### src/rtl/muldiv_pkg.sv
// Shared types and constants for the multiply/divide unit.
//   muldiv_op_t    : operation encoding carried on opE.
//   muldiv_state_t : control FSM states.
//   DIV_ITERS      : quotient bits produced by the restoring divider.
//   DIV0_LO        : low word returned for any divide by zero.
package muldiv_pkg;

  typedef enum logic [1:0] {
    OP_MULT  = 2'b00,
    OP_MULTU = 2'b01,
    OP_DIV   = 2'b10,
    OP_DIVU  = 2'b11
  } muldiv_op_t;

  typedef enum logic [1:0] {
    S_IDLE,
    S_MUL,
    S_DIV,
    S_DONE
  } muldiv_state_t;

  localparam int          DIV_ITERS = 32;
  localparam logic [31:0] DIV0_LO   = 32'hFFFF_FFFF;

  function automatic logic op_is_signed(input muldiv_op_t op);
    return ~op[0];
  endfunction

  function automatic logic op_is_div(input muldiv_op_t op);
    return op[1];
  endfunction

  // Magnitude of a 32-bit operand; unsigned operands pass through untouched.
  // 0x8000_0000 maps to itself, which is the correct unsigned magnitude.
  function automatic logic [31:0] mag32(input logic [31:0] v, input logic is_signed);
    return (is_signed && v[31]) ? (~v + 32'd1) : v;
  endfunction

endpackage

### src/rtl/muldiv_unit_if.sv
// Execute-stage bundle between the pipeline and the multiply/divide unit.
//   master : pipeline side, drives start/op/operands/flush, sees stall/result.
//   slave  : the unit itself.
interface muldiv_unit_if;
  import muldiv_pkg::*;

  logic        startE;
  muldiv_op_t  opE;
  logic [31:0] srcaE;
  logic [31:0] srcbE;
  logic        flushE;
  logic        stallE;
  logic [63:0] muldiv_result;
  logic        muldiv_valid;

  modport master (
    output startE, opE, srcaE, srcbE, flushE,
    input  stallE, muldiv_result, muldiv_valid
  );

  modport slave (
    input  startE, opE, srcaE, srcbE, flushE,
    output stallE, muldiv_result, muldiv_valid
  );
endinterface

### src/rtl/muldiv_unit_div_iter.sv
// Radix-2 restoring divider datapath (unsigned magnitudes).
//   load      : capture dividend/divisor, clear remainder and counter.
//   step      : perform one iteration, one quotient bit per cycle.
//   done      : the current step is the last one (counter at DIV_ITERS-1).
//   quo_next / rem_next : values after the current step, so the parent can
//                         commit the final result on the same edge.
module div_iter
  import muldiv_pkg::*;
(
  input  logic        clk,
  input  logic        rst,
  input  logic        load,
  input  logic        step,
  input  logic [31:0] dividend,
  input  logic [31:0] divisor,
  output logic        done,
  output logic [31:0] quo_next,
  output logic [31:0] rem_next
);

  logic [31:0] rem_q, rem_d;
  logic [31:0] quo_q, quo_d;
  logic [31:0] dvs_q, dvs_d;
  logic [4:0]  cnt_q, cnt_d;
  logic [32:0] diff;
  logic        q_bit;

  always_comb begin
    // NOTE: every combinational output gets a default first so no path leaves it unassigned (no latch).
    rem_d = rem_q;
    quo_d = quo_q;
    dvs_d = dvs_q;
    cnt_d = cnt_q;

    // The partial remainder stays below the divisor, so the shifted trial
    // value minus the divisor fits in 33 signed bits; bit 32 is the borrow.
    diff     = {rem_q, quo_q[31]} - {1'b0, dvs_q};
    q_bit    = ~diff[32];
    rem_next = q_bit ? diff[31:0] : {rem_q[30:0], quo_q[31]};
    quo_next = {quo_q[30:0], q_bit};
    done     = (cnt_q == 5'(DIV_ITERS - 1));

    if (load) begin
      rem_d = '0;
      quo_d = dividend;
      dvs_d = divisor;
      cnt_d = '0;
    end else if (step) begin
      rem_d = rem_next;
      quo_d = quo_next;
      cnt_d = cnt_q + 5'd1;
    end
  end

  // NOTE: state registers use non-blocking assignments so all flops update together at the edge.
  always_ff @(posedge clk or posedge rst) begin
    if (rst) begin
      rem_q <= '0;
      quo_q <= '0;
      dvs_q <= '0;
      cnt_q <= '0;
    end else begin
      rem_q <= rem_d;
      quo_q <= quo_d;
      dvs_q <= dvs_d;
      cnt_q <= cnt_d;
    end
  end

endmodule

### src/rtl/muldiv_unit.sv
// Multi-cycle MULT/MULTU/DIV/DIVU unit for the execute stage.
//   clk, rst : clock and asynchronous active-high reset.
//   bus      : muldiv_unit_if.slave -- start/op/operands/flush in,
//              stall, 64-bit {hi, lo} result and one-cycle valid strobe out.
// Multiply: operand magnitudes are split into four 16x16 partial products
// registered at start, summed and sign-corrected in MUL.
// Divide: magnitudes go through div_iter, sign-corrected on the last step.
module muldiv_unit
  import muldiv_pkg::*;
(
  input  logic          clk,
  input  logic          rst,
  muldiv_unit_if.slave  bus
);

  muldiv_state_t state_q, state_d;
  muldiv_op_t    op_q, op_d;
  logic          sign_a_q, sign_a_d;
  logic          sign_b_q, sign_b_d;
  logic [31:0]   pp_ll_q, pp_ll_d, pp_lh_q, pp_lh_d;
  logic [31:0]   pp_hl_q, pp_hl_d, pp_hh_q, pp_hh_d;
  logic [63:0]   result_q, result_d;

  logic          start_ok, in_signed, neg_res, neg_rem;
  logic [31:0]   a_mag, b_mag, quo_fix, rem_fix;
  logic [63:0]   prod_mag;
  logic          div_load, div_step, div_done;
  logic [31:0]   div_quo, div_rem;

  div_iter u_div_iter (
    .clk      (clk),
    .rst      (rst),
    .load     (div_load),
    .step     (div_step),
    .dividend (a_mag),
    .divisor  (b_mag),
    .done     (div_done),
    .quo_next (div_quo),
    .rem_next (div_rem)
  );

  always_comb begin
    state_d  = state_q;
    op_d     = op_q;
    sign_a_d = sign_a_q;
    sign_b_d = sign_b_q;
    pp_ll_d  = pp_ll_q;
    pp_lh_d  = pp_lh_q;
    pp_hl_d  = pp_hl_q;
    pp_hh_d  = pp_hh_q;
    result_d = result_q;
    div_load = 1'b0;
    div_step = 1'b0;

    start_ok  = (state_q == S_IDLE) && bus.startE && !bus.flushE;
    in_signed = op_is_signed(bus.opE);
    a_mag     = mag32(bus.srcaE, in_signed);
    b_mag     = mag32(bus.srcbE, in_signed);

    // Quotient/product negative when signs differ; remainder follows dividend.
    neg_res = op_is_signed(op_q) && (sign_a_q ^ sign_b_q);
    neg_rem = op_is_signed(op_q) && sign_a_q;

    prod_mag = {pp_hh_q, 32'd0}
             + {16'd0, pp_hl_q, 16'd0}
             + {16'd0, pp_lh_q, 16'd0}
             + {32'd0, pp_ll_q};
    quo_fix  = neg_res ? (~div_quo + 32'd1) : div_quo;
    rem_fix  = neg_rem ? (~div_rem + 32'd1) : div_rem;

    unique case (state_q)
      S_IDLE: begin
        if (start_ok) begin
          op_d     = bus.opE;
          sign_a_d = bus.srcaE[31];
          sign_b_d = bus.srcbE[31];
          pp_ll_d  = 32'(a_mag[15:0])  * 32'(b_mag[15:0]);
          pp_lh_d  = 32'(a_mag[15:0])  * 32'(b_mag[31:16]);
          pp_hl_d  = 32'(a_mag[31:16]) * 32'(b_mag[15:0]);
          pp_hh_d  = 32'(a_mag[31:16]) * 32'(b_mag[31:16]);
          if (!op_is_div(bus.opE)) begin
            state_d = S_MUL;
          end else if (bus.srcbE == 32'd0) begin
            result_d = {bus.srcaE, DIV0_LO};
            state_d  = S_DONE;
          end else begin
            div_load = 1'b1;
            state_d  = S_DIV;
          end
        end
      end
      S_MUL: begin
        result_d = neg_res ? (~prod_mag + 64'd1) : prod_mag;
        state_d  = S_DONE;
      end
      S_DIV: begin
        div_step = 1'b1;
        if (div_done) begin
          result_d = {rem_fix, quo_fix};
          state_d  = S_DONE;
        end
      end
      S_DONE:  state_d = S_IDLE;
      default: state_d = S_IDLE;
    endcase

    // Cancel wins over any pending commit; a DONE already showing still pulses.
    if (bus.flushE) begin
      state_d  = S_IDLE;
      result_d = result_q;
    end
  end

  always_ff @(posedge clk or posedge rst) begin
    if (rst) begin
      state_q  <= S_IDLE;
      op_q     <= OP_MULT;
      sign_a_q <= 1'b0;
      sign_b_q <= 1'b0;
      pp_ll_q  <= '0;
      pp_lh_q  <= '0;
      pp_hl_q  <= '0;
      pp_hh_q  <= '0;
      result_q <= '0;
    end else begin
      state_q  <= state_d;
      op_q     <= op_d;
      sign_a_q <= sign_a_d;
      sign_b_q <= sign_b_d;
      pp_ll_q  <= pp_ll_d;
      pp_lh_q  <= pp_lh_d;
      pp_hl_q  <= pp_hl_d;
      pp_hh_q  <= pp_hh_d;
      result_q <= result_d;
    end
  end

  assign bus.stallE        = start_ok || (state_q == S_MUL) || (state_q == S_DIV);
  assign bus.muldiv_valid  = (state_q == S_DONE);
  assign bus.muldiv_result = result_q;

endmodule

### src/flat_wrapper.sv
// flat-port wrapper written by rule: the top's interface ports become plain ports
module muldiv_unit_flat import muldiv_pkg::*;
  (clk, rst, bus_startE, bus_opE, bus_srcaE, bus_srcbE, bus_flushE, bus_stallE, bus_muldiv_result, bus_muldiv_valid);
  muldiv_unit_if bus_i ();
  input  logic clk;
  input  logic rst;
  input wire logic [$bits(bus_i.startE)-1:0] bus_startE;
  input wire logic [$bits(bus_i.opE)-1:0] bus_opE;
  input wire logic [$bits(bus_i.srcaE)-1:0] bus_srcaE;
  input wire logic [$bits(bus_i.srcbE)-1:0] bus_srcbE;
  input wire logic [$bits(bus_i.flushE)-1:0] bus_flushE;
  output wire logic [$bits(bus_i.stallE)-1:0] bus_stallE;
  output wire logic [$bits(bus_i.muldiv_result)-1:0] bus_muldiv_result;
  output wire logic [$bits(bus_i.muldiv_valid)-1:0] bus_muldiv_valid;
  assign bus_i.startE = bus_startE;
  assign bus_i.opE = bus_opE;
  assign bus_i.srcaE = bus_srcaE;
  assign bus_i.srcbE = bus_srcbE;
  assign bus_i.flushE = bus_flushE;
  assign bus_stallE = bus_i.stallE;
  assign bus_muldiv_result = bus_i.muldiv_result;
  assign bus_muldiv_valid = bus_i.muldiv_valid;
  muldiv_unit u_core (.clk(clk), .rst(rst), .bus(bus_i));
endmodule
### config.mk
export PLATFORM = sky130hd
export DESIGN_NAME = muldiv_unit_flat
export DESIGN_NICKNAME = d
export VERILOG_FILES = /design/src/rtl/muldiv_pkg.sv /design/src/rtl/muldiv_unit_if.sv /design/src/rtl/muldiv_unit_div_iter.sv /design/src/rtl/muldiv_unit.sv /design/src/flat_wrapper.sv
export SDC_FILE = /design/constraint.sdc
export NUM_CORES = 2
export LEC_CHECK = 0
export ABC_AREA = 1
export CAP_MARGIN = 30
export CORE_UTILIZATION = 60
export CTS_BUF_LIST = sky130_fd_sc_hd__clkbuf_16
export DETAILED_ROUTE_END_ITERATION = 8
export PLACE_DENSITY = 0.77
export SYNTH_ARGS = -nofsm -noshare
export SYNTH_HDL_FRONTEND = slang
export SYNTH_SLANG_ARGS = --single-unit
### constraint.sdc
create_clock -name clk -period 10.3 [get_ports clk]
set_clock_uncertainty 0.15 [all_clocks]
set_input_delay 1.03 -clock clk [delete_from_list [all_inputs] [get_ports clk]]
set_output_delay 1.03 -clock clk [all_outputs]
set_load 0.03 [all_outputs]
==> results.ini <==
[clocking]
holdBufCountCts=0
cts_setup_buffers=0
cts_buffers=43
clkSinkCount=298
cts_root_buffer=clkbuf_16
clk_latency_ps=630
h-tree-depth=2
cts_max_path_buffers=3
path_clk_slew_ps=60
cts_tree=yes
postCtsResizedCells=0

[flow_run]
max_cap_viol_count=0

[synthesis]
synthFlopType=dfrtp_1
synth_top_cell_by_area=fa_1
synth.yosys.seq_area_share_pct=12.9
ys_seq_elements=298
synthArstFlopShare_pct=100
avgSynthCellArea_um2=7.13
synth.area.top_cells=fa_1 28%, nand2_1 14%, dfrtp_1 13%
netlist_instances=8107
synth_fp_nets=9478
synth.distinct_cells=58
synth_edf_count=0
syn_area_um2=57800
yosysWarnings=0
synth_top_area_share_pct=28.1

[sta]
setup_ws_ps=891
worstMarginPinSlew_ps=1060
fin_crit_sh_pct=91.3
final-hold-violation-count=0
period_minus_slack_ps=9410
slew_headroom_pct=29.1
finalSetupViolations=0
rsz0062_at_grt=false
max_freq_mhz=106
fin_tns_setup_ps=0
slew_violations=0

[floorplanning]
start_util_pct=60.7
core_area_um2=95200
die_x_um=312
num_io_pins=136
num_rows=113
dieArea_um2=97500
die_y_um=312

[global_routing]
grt_pass1_wl_mm=338
grt_pass1_vias=54300
overflow=0
grt_use_total_pct=46.7
antenna_found_initial=16
grt_max_degree=126

[worst_hold_path]
min_path_type=register to register

[place]
hpwl_mm=182
io_buffers=135
place_ws_ps=452
place_congestion=1.08

[routing]
routed_wl_mm=227
viasPerCell=5.92
wl_per_cell_um=23.9
dr.pass1.iters=6
drcViolationCount=0
vias=56200
drt_iter0_markers=6837
drtAntennaViolNets=0

[run_status]
status=finished, final reports clean

[setup_path]
crit_arrival_ps=9730
slowest_stage=clkdlybuf4s50_1
startpoint_type=primary input
cp-end-kind=register
critPathKind=primary input to register
cp_slowest_stage_delay_ps=530
crit_required_ps=10630
cp_common_cell=fa_1
critPathMaxFanout=9

[layout]
layout.nets=9547
area.growth.synth_to_final_pct=7.96
post_route_cells_drive_above_1_share_pct=5.26

## placed cells by master (no fill, tap or decap), types with 8 or more instances in the layout
master,n
nand4_1,63
clkbuf_16,43
clkdlybuf4s50_1,135
buf_4,169
inv_2,10
o211ai_1,18
dfrtp_1,298
o22ai_1,43
o21ai_1,15
nor3_2,9
nand2_2,42
nor2_1,864
nor2_2,20
clkinv_1,26
nand3_1,400
nand2_1,2089
diode_2,11
a31oi_1,73
or2_2,75
nor4_1,15
nand3b_1,21
o21bai_1,19
ha_1,490
a21oi_1,288
nor3_1,47
o31ai_1,16
and2_1,8
o221ai_1,35
xor2_1,54
fa_1,810
inv_1,1624
xnor2_1,25
o21ai_0,268
## layout make-up
| class | count | area (um^2) |
|---|---|---|
| multi-input combinational | 5880 | 43000 |
| antenna | 11 | 27.5 |
| fill | 8576 | 32800 |
| clock inverter | 33 | 309 |
| clock buffer | 43 | 1080 |
| inverter | 1646 | 6190 |
| sequential | 298 | 7460 |
| timing repair buffer | 307 | 2680 |
| tap | 1265 | 1580 |
## path summary, 6_finish.rpt
check	startpoint	endpoint	slack, ps	cells after the start
max	bus_srcaE[2]	u_core.pp_hl_q[29]	890	37
min	u_core.bus.muldiv_result[56]	u_core.bus.muldiv_result[56]	330	2
max reg2reg	u_core.u_div_iter.quo_q[31]	u_core.bus.muldiv_result[28]	4590	31
min reg2reg	u_core.bus.muldiv_result[56]	u_core.bus.muldiv_result[56]	330	2
max in group asynchronous	rst	u_core.u_div_iter.dvs_q[30]	7700	3
min in group asynchronous	rst	u_core.bus.muldiv_result[5]	770	2
## through the flow
stage          hold WS, ps  utilization, %  area, um^2  std cells
2_1_floorplan          303               -       57800       8107
3_3_place_gp           312            64.1       61000       9396
3_5_place_dp           314            64.1       61000       9396
4_1_cts                330            65.5       62300       9472
5_1_grt                341            65.5       62300       9473
6_report               326            65.5       62400       9483
## sequential cells by signal, summed over array words and instances (netlist names), 2 cells and up
| name | flops |
|---|---|
| u_core.bus.muldiv_result | 64 |
| u_core.u_div_iter.cnt_q | 5 |
| u_core.u_div_iter.dvs_q | 32 |
| u_core.pp_ll_q | 32 |
| u_core.u_div_iter.quo_q | 32 |
| u_core.pp_lh_q | 32 |
| u_core.pp_hh_q | 32 |
| u_core.u_div_iter.rem_q | 32 |
| u_core.state_q | 2 |
| u_core.pp_hl_q | 32 |
## per-layer routing
layer	vias up	wire length, um	track usage [%]
li1	25000	-	-
met1	26900	85000	60.8
met2	3472	93800	67.8
met3	772	32000	15.8
met4	20	15800	27.1
met5	-	116	0
## Yosys cell counts (5+ instances only)
| master | n |
|---|---|
| or2_2 | 75 |
| nand3b_1 | 21 |
| nand3_1 | 401 |
| o22ai_1 | 43 |
| xnor2_1 | 25 |
| fa_1 | 810 |
| nand2_4 | 5 |
| nor4_1 | 15 |
| nor3_1 | 48 |
| a31oi_1 | 73 |
| o221ai_1 | 35 |
| nor2_2 | 17 |
| nor3_2 | 8 |
| inv_1 | 1618 |
| nand2_1 | 2091 |
| inv_2 | 10 |
| dfrtp_1 | 298 |
| o21ai_1 | 14 |
| nor2_1 | 868 |
| a21oi_1 | 288 |
| o311ai_0 | 6 |
| buf_2 | 24 |
| nand2_2 | 40 |
| o21bai_1 | 19 |
| clkinv_1 | 18 |
| xor2_1 | 59 |
| buf_1 | 22 |
| o31ai_1 | 16 |
| a21o_1 | 6 |
| clkbuf_1 | 222 |
| o211ai_1 | 18 |
| ha_1 | 491 |
| and2_1 | 8 |
| o21ai_0 | 274 |
| nand4_1 | 63 |
| buf_6 | 9 |
## critical path: cells and delay by family
family          cells  cell delay (ps)
fa+ha+maj           7             3240
compound gates      3              450
buf+inv             9             1410
simple gates       17             3390
xor+xnor            1              170
## logic make-up (layout without fill, tap and decap cells)
family / after synthesis / after routing / share of synthesized area [%]
buf+inv: 1929 / 2029 / 12.8
other cells: 0 / 11 / 0
xor+xnor: 86 / 86 / 1.33
simple gates: 3677 / 3677 / 26.3
fa+ha+maj: 1301 / 1301 / 38.7
compound gates: 816 / 816 / 7.99
flops: 298 / 298 / 12.9
Power is not shown: default switching activity piles up to over one toggle a cycle in this logic, so the estimate is an artifact.
